### src/rtl/gtech_oa21_skid_stage.sv
// -----------------------------------------------------------------------------
// gtech_oa21_skid_stage
//
// Registered consumer stage for OA21 results. Each accepted transaction
// produces Z = (A | B) & C, computed bitwise across W lanes. Results are held
// in a two-entry skid buffer (main + skid register) behind a valid/ready
// handshake. Every output comes straight from a flop, so downstream
// backpressure (OUT_READY) never reaches IN_READY through combinational logic.
//
// Ports
//   CP         in   1  clock, rising edge
//   CD         in   1  asynchronous active-low clear
//   IN_VALID   in   1  upstream transaction valid
//   IN_READY   out  1  stage can accept a transaction this cycle (registered)
//   A, B, C    in   W  OA21 operands, sampled only on an accepted transfer
//   OUT_VALID  out  1  Z holds a valid result (registered)
//   OUT_READY  in   1  downstream accepts Z this cycle
//   Z          out  W  oldest held result, driven from the main register only
//   COUNT      out  2  occupancy, 0..2 (registered)
// -----------------------------------------------------------------------------
module gtech_oa21_skid_stage #(
    parameter int W = 8
) (
    input  logic         CP,
    input  logic         CD,
    input  logic         IN_VALID,
    output logic         IN_READY,
    input  logic [W-1:0] A,
    input  logic [W-1:0] B,
    input  logic [W-1:0] C,
    output logic         OUT_VALID,
    input  logic         OUT_READY,
    output logic [W-1:0] Z,
    output logic [1:0]   COUNT
);

    typedef enum logic [1:0] {
        EMPTY = 2'd0,
        ONE   = 2'd1,
        FULL  = 2'd2
    } state_t;

    state_t         state;
    logic [W-1:0]   skid;
    logic [W-1:0]   f;
    logic           in_fire;
    logic           out_fire;

    assign f        = (A | B) & C;
    assign in_fire  = IN_VALID & IN_READY;
    assign out_fire = OUT_VALID & OUT_READY;

    // IN_READY, OUT_VALID and COUNT are registered copies of the state
    // decode, updated alongside every transition so they never depend on
    // the current cycle's OUT_READY.
    always_ff @(posedge CP or negedge CD) begin
        if (!CD) begin
            // NOTE: the skid register is cleared too, so no stale data can
            // ever surface after a mid-transfer reset.
            state     <= EMPTY;
            Z         <= '0;
            skid      <= '0;
            IN_READY  <= 1'b1;
            OUT_VALID <= 1'b0;
            COUNT     <= 2'd0;
        end else begin
            // NOTE: non-blocking assignments throughout, so every register
            // samples pre-edge values and the update order is irrelevant.
            unique case (state)
                EMPTY: begin
                    if (in_fire) begin
                        state     <= ONE;
                        Z         <= f;
                        OUT_VALID <= 1'b1;
                        COUNT     <= 2'd1;
                    end
                end

                ONE: begin
                    if (in_fire && out_fire) begin
                        // Drain and refill in the same cycle: occupancy holds.
                        Z <= f;
                    end else if (in_fire) begin
                        // Head still blocked; park the newcomer behind it.
                        state    <= FULL;
                        skid     <= f;
                        IN_READY <= 1'b0;
                        COUNT    <= 2'd2;
                    end else if (out_fire) begin
                        // Z is left stale; OUT_VALID low marks it invalid.
                        state     <= EMPTY;
                        OUT_VALID <= 1'b0;
                        COUNT     <= 2'd0;
                    end
                end

                FULL: begin
                    // IN_READY is low here, so in_fire cannot occur.
                    if (out_fire) begin
                        state    <= ONE;
                        Z        <= skid;
                        IN_READY <= 1'b1;
                        COUNT    <= 2'd1;
                    end
                end

                default: begin
                    state     <= EMPTY;
                    IN_READY  <= 1'b1;
                    OUT_VALID <= 1'b0;
                    COUNT     <= 2'd0;
                end
            endcase
        end
    end

endmodule

### config.mk
export PLATFORM = sky130hd
export DESIGN_NAME = gtech_oa21_skid_stage
export DESIGN_NICKNAME = d
export VERILOG_FILES = /design/src/rtl/gtech_oa21_skid_stage.sv
export SDC_FILE = /design/constraint.sdc
export NUM_CORES = 1
export LEC_CHECK = 0
export CORE_ASPECT_RATIO = 0.8
export CORE_MARGIN = 4
export CORE_UTILIZATION = 38
export CTS_CLUSTER_DIAMETER = 120
export DETAILED_ROUTE_END_ITERATION = 7
export HOLD_SLACK_MARGIN = 0.1
export PLACE_DENSITY = 0.74
export SLEW_MARGIN = 10
export SYNTH_ARGS = -nofsm -noshare
export SYNTH_HDL_FRONTEND = slang
export SYNTH_SLANG_ARGS = --single-unit
### constraint.sdc
create_clock -name CP -period 1.5 [get_ports CP]
set_input_delay 0.225 -clock CP [delete_from_list [all_inputs] [get_ports CP]]
set_output_delay 0.225 -clock CP [all_outputs]
set_load 0.02 [all_outputs]
After elaboration in Yosys (flattened, before gate mapping). Index checks and enable logic that the tools add are counted.

Register bits: 20. Input bits: 28. Output and inout port bits: 12. Word-level logic and storage cells: 49.

Eq/ne operators: 10. Mux-type cells: 19. Bitwise gates (word level): 7. Reductions and logical operators: 8.

Operators with widths (number): 8-bit 2-to-1 mux (3); 8-bit one-hot mux with 3 select lines (1); 2-bit inequality test, second input constant (7); 4-bit AND reduction (3); 2-bit 2-to-1 mux (5); 8-bit AND (1); 8-bit bitwise OR (1); 1-bit 2-to-1 mux (7); 1-bit one-hot mux with 3 select lines (2); 2-bit one-hot mux with 3 select lines (1); 5-bit AND reduction (1); 3-bit inequality test, second input constant (1); 1-bit inverter (3); 3-bit AND reduction (1); 3-bit nonzero test (1); 1-bit AND (2); 2-bit by 1-bit == test with 1-bit output, second input constant (1); 2-bit == test, second input constant (1); 2-bit logical NOT (1); 1-bit logical AND (1).

Logic depth before layout (Yosys ltp).
Depth after elaboration: 5. Gate-level depth with buffers: 4. Depth with buffers taken out: 3.

Worst setup path before layout. Ideal clock, no wire load.

Path type: register to register. Start point: reg IN_READY. End point: reg Z[0]. Library setup time: 0.125 ns. Arrival time: 1.478 ns. Required time: 1.375 ns. Setup slack: -0.102 ns. Cell stages (with the launch flop): 4. Path buffers: 0. Clock period less this slack: 1.602 ns. Path through: dfstp_2 nand2_1 o32ai_4 mux2_2.

Cells in the longest elaborated chain, start to end: 4. Elaborated cells on any way between the ends: 5. Classes of those cells: eq/ne: 2; bitwise: 1; reduce/logical: 2.

RTL lines: start, declared (RTL line 27) `output logic IN_READY,`; start signal, assigned (RTL line 63) `IN_READY <= 1'b1;`; start signal, assigned (RTL line 87) `IN_READY <= 1'b0;`; start signal, assigned (RTL line 102) `IN_READY <= 1'b1;`; 1-bit AND (*) (RTL line 50) `assign in_fire = IN_VALID & IN_READY;`; 1-bit logical AND (RTL line 80) `if (in_fire && out_fire) begin`; 2-bit inequality test (no line); 4-bit AND reduction (no line) (*); end signal, assigned (RTL line 101) `Z <= skid;`; end, declared (RTL line 33) `output logic [W-1:0] Z,`.

Mark *: on every way between the ends. The rest lies on a longest branch, timed or not. A chain may end at the register's enable or synchronous reset.

Worst setup path in the final report.
Start point: reg IN_READY. End point: reg Z[3].

Same word-level chain as after synthesis.

==> key figures <==
Outcome
  – Violated checks: negative setup slack
  – Status: finished, violations left

STA
  – Fin Hold WS: 0.244 ns
  – Final hold vios: 0
  – Worst clock skew: 0.00674 ns
  – Final worst slack: -0.00895 ns
  – Slew Limit Fails: 0
  – Setup-failing EPs final: 4
  – Period utilization: 101%
  – Slew @ Worst Pin: 0.258 ns
  – Min Tclk post-route: 1.51 ns
  – Peak Freq: 663 MHz
  – Worst slew margin: 82.8%
  – RSZ-0062 raised after global routing: true

Detailed routing
  – DRC: 0
  – Total number of vias: 774
  – DRT Wirelength: 2.33 mm
  – WL/cell: 14.6 µm
  – Vias per cell: 4.84
  – Pre-antenna DRT Iters: 4
  – Post-route ant nets: 0
  – Initial DRC count: 23

Synthesis
  – Leading cell types by total area after synthesis: dfrtp_1 (47%), mux2_2 (17%), mux2_4 (13%)
  – Largest family of logic cells by synthesized area: multiplexers
  – Syn Area/Cell: 14.4 µm²
  – Synth top cells by count: dfrtp_1 (19), mux2_2 (15), mux2_4 (9), o21a_1 (8)
  – Synth top area share: 46.6%
  – Fraction of registers with async set/reset: 100%
  – Largest area contributor in the netlist: dfrtp_1
  – Register bit total from synthesis: 20
  – Netlist area before placement: 1020 µm²
  – Top_reg_cell synth: dfrtp_1
  – Mux cell area share after synthesis: 30.8%
  – Synth Area in Simple Gates: 4.17%
  – Yosys cell types: 22
  – Synth Area in Compound Gates: 14.5%
  – Warnings, synthesis: 0
  – Post-synthesis sequential area ratio: 49.1%
  – Synth Area in Adders: 0%
  – Synth Instances: 71
  – Synth Area in XOR/XNOR: 0%
  – Net Count, Synth: 99
  – EDFF count, synth: 0
  – Count leader, synth: dfrtp_1

Setup path
  – Required time worst endpoint: 1.70 ns
  – Critical Path Sink Type: flop
  – Critical path type: flop to flop
  – R2r setup slk: -0.009 ns
  – Critical Path Source Type: flop
  – Crit path max fanout: 5
  – WP data arrival: 1.71 ns

GRT
  – Initial antenna violation count: 0
  – First-pass GRT wire length: 3.65 mm
  – Grt ovf: 0
  – Total GRT Usage: 13.8%
  – Pin count of the biggest net entering global routing: 21
  – Vias in the first global route: 828

Clocking
  – CTS Sinks: 20
  – Hold-fix buffers, CTS: 0
  – Num CTS Buffers: 3
  – TritonCTS clock tree: yes
  – Clk_lat worst skew: 0.31 ns
  – H-tree Lvls: 1
  – CTS max path bufs: 2
  – Root buffer cell: clkbuf_4
  – Clk slew on worst S/H paths: 0.12 ns

Power and ir drop
  – Clock Power Share: 19.8%
  – Logic pwr share: 33.6%
  – Flop pwr share: 46.5%
  – P_int: 1.14 mW
  – Switching portion of total power: 30.2%
  – Leakage: 0.789 nW
  – Peak VDD IR: 695 µV
  – PwrDens: 1020 nW/µm²
  – Net switching power: 0.493 mW

Place
  – DP Area: 1560 µm²
  – Pre-CTS setup slack: -0.265 ns
  – HPWL after DPL: 1.84 mm
  – Routability cong.: 0.767
  – Number of port buffers: 39

Floorplan
  – # IOs: 40
  – Placement Rows: 16
  – Area of the die: 3590 µm²
  – DIE WIDTH: 66.0 µm
  – Core ar.: 2500 µm²
  – Initial Utilization: 40.8%
  – Die Y: 54.4 µm

Layout
  – Register area: 505 µm²
  – Finished Core Util: 64.1%
  – Fillers: 208
  – Antenna Cells: 0
  – Ratio of cells with drive above 1 in the final layout: 40.3%
  – Area growth from synthesis to final layout: 57.1%
  – Final-stage net count: 153
  – Cell area after layout: 1600 µm²
  – Area occupied by multi-input gates: 536 µm²

Worst hold path
  – Hold Crit Class: input pin to asynchronous set/reset pin

Job
  – Max cap viols: 0
## per-layer routing
metal / share of wire (%) / track usage [%] / wire length [µm]
met5: 0 / 0 / 0
met4: 0 / 2.03 / 0
met3: 8.7 / 6.16 / 204
met2: 50 / 24.6 / 1160
met1: 42 / 15.9 / 970
## cells by family (layout without fill, tap and decap cells)
group / count (synthesis) / in the layout
AOI/OAI and AO/OA: 17 / 17
buffers and inverters: 2 / 55
DFF: 20 / 20
muxes: 25 / 25
and+or+nand+nor: 7 / 7
## state kept, by name (all words and copies together), names as in the netlist
register / count
skid: 8
Z: 8
state: 2
OUT_VALID: 1
IN_READY: 1
## cell usage in the layout (no fill, tap or decap), drive strengths merged, types with 2 or more instances in the layout
cell / synthesis / layout
dfrtp: 19 / 19
o21ai: 2 / 2
dlygate4sd2: 0 / 12
nand2: 3 / 3
mux2: 24 / 24
a21boi: 2 / 2
clkdlybuf4s50: 0 / 27
buf: 1 / 11
clkbuf: 0 / 4
o21a: 8 / 8
## power groups by stage
stage                     combinational [mW]  sequential [mW]  clock (mW)
after floorplan                        0.173            0.876           0
after global placement                 0.594            0.770           0
after detailed placement               0.613            0.770           0
after CTS                              0.551            0.761       0.328
after global routing                   0.583            0.780       0.352
final                                  0.549            0.760       0.324
## per-stage QoR
| stage | total power, mW | std cells | TNS [ns] |
|---|---|---|---|
| 3_5_place_dp | 1.38 | 156 | -3.40 |
| 6_report | 1.63 | 160 | -0.0229 |
| 5_1_grt | 1.71 | 160 | -0.298 |
| 4_1_cts | 1.64 | 160 | -0.0134 |
| 2_1_floorplan | 1.05 | 71 | -0.425 |
| 3_3_place_gp | 1.36 | 156 | -3.27 |
## what timing repair did
item	in CTS	in global routing
gates cloned	0	0
gates resized for setup	15	3
setup endpoints to repair	20	9
buffers inserted	0	0
## final timing paths
check	startpoint	endpoint	depth (start not counted)
max in group asynchronous	CD	IN_READY	2
worst max register to register	IN_READY	Z[3]	4
worst min-delay path	CD	OUT_VALID	2
min in group CP	skid[3]	skid[3]	1
worst max-delay path	IN_READY	Z[3]	4
worst min register to register	skid[3]	skid[3]	1
## area by class of cell
type,count,area share (%)
Multi-Input combinational cell,49,33.4
Sequential cell,20,31.5
Timing Repair Buffer,50,29.8
Tap cell,36,2.81
Clock buffer,4,2.26
Inverter,1,0.234
## critical path: stages, from the launching register on
cell and delay [ns]:
dfstp_2 0.60, nand2_4 0.07, o32ai_4 0.24, buf_6 0.16, mux2_2 0.32
Note: power is estimated with default switching activity, not from simulation.
==> patch: new RTL, same settings <==
Change the parameter `W` from 8 to 12.
--- a/src/rtl/gtech_oa21_skid_stage.sv
+++ b/src/rtl/gtech_oa21_skid_stage.sv
@@ -20,5 +20,5 @@
 // -----------------------------------------------------------------------------
 module gtech_oa21_skid_stage #(
-    parameter int W = 8
+    parameter int W = 12
 ) (
     input  logic         CP,
Interface: changed (resized A, B, C and Z); port bits go from 40 to 56. The function was not compared with the original's and may differ.
==> patch against the original RTL <==
  * Synthesized area is 33% higher
  * Wire length grew 39%
  * Sequential share of layout area fell by 0.59 points
  * Utilization up 2.6 points
  * Critical path depth did not move
  * Worst hold slack better by 0.075 ns
  * Non-clock buffer count increased by 22
  * The run still ends with setup timing left
  * Worst setup slack got worse by 0.050 ns
  * Synthesized cell count up 38%
  * Final area is 42% higher
  * Power is 110% higher
  * Sequential cell count rose by 8
  * Combinational power grew to 2.9 times the old value
==> patch: results (changes against the original RTL) <==
status: complete, but fails checks
failing checks: setup timing
CTS root buffer: clkbuf_8
Iteration-0 DRC Markers: 26 (+13%)
final worst slack: -0.0586 ns (-0.0496 ns)
first-pass GRT wire length: 5.07 mm (+39%)
Routed WL: 3.24 mm (+39%)
VDD IR max: 0.926 mV (+33%)
placed cell areas: 2160 sq um (+38%)
Post-Syn Instances: 98 (+38%)
Sw Pwr: 0.00106 W (+110%)
xor/xnor cell area share of the yosys netlist: 0.646% (+0.65 points)
Port Buffers: 55 (+41%)
Tightest Pin Transition: 0.351 ns (+0.0929 ns)
uppermost layer routed: met4
vias in the first global route: 1136 (+37%)
WL met1: 1.33 mm (+37%)
GRT Util Overall: 14.7% (+0.87 points)
crit-path max cell delay: 0.57 ns (-0.03 ns)
clock share of power: 17.1% (-2.7 points)
GPL Wtd Cong: 0.721 (-6.0%)
largest registers: Z: 12 flops, skid: 12 flops, state: 2 flops
worst slack at placement: -0.353 ns (-0.0884 ns)
CP max FO: 12 (+7)
multiplexer area fraction after synthesis: 29.9% (-0.87 points)
GR Util met3: 4.73% (-1.4 points)
Synth top cells by count: mux2_2, dfrtp_1, o21a_1
Comb pwr share: 46.3% (+13 points)
final setup violation count: 15 (+11)
global routing usage on met1: 17.2% (+1.3 points)
## patch: layout make-up
cell class                      count  area, sq um
Inverter                            2         7.51
Clock inverter                      1         30.0
Fill cell                         262         1140
Timing Repair Buffer               72          734
Tap cell                           42         52.6
Multi-Input combinational cell     64          711
Sequential cell                    28          706
Clock buffer                        3         41.3
## patch: what timing repair did
action,4_1_cts,5_1_grt
setup endpoints to repair,28,36
pin swaps,1,1
gates resized for setup,11,15
hold buffers,0,0
## patch: worst paths after layout
| path | to | slack [ns] | depth (start not counted) |
|---|---|---|---|
| worst max-delay path | Z[11]$_DFFE_PN0P_ | -0.06 | 4 |
| worst min register to register | Z[1]$_DFFE_PN0P_ | 0.52 | 1 |
| worst max register to register | Z[11]$_DFFE_PN0P_ | -0.06 | 4 |
| min in group CP | Z[1]$_DFFE_PN0P_ | 0.52 | 1 |
| worst min-delay path | skid[10]$_DFFE_PN0P_ | 0.32 | 2 |
| max in group asynchronous | IN_READY$_DFFE_PN1P_ | 0.87 | 2 |
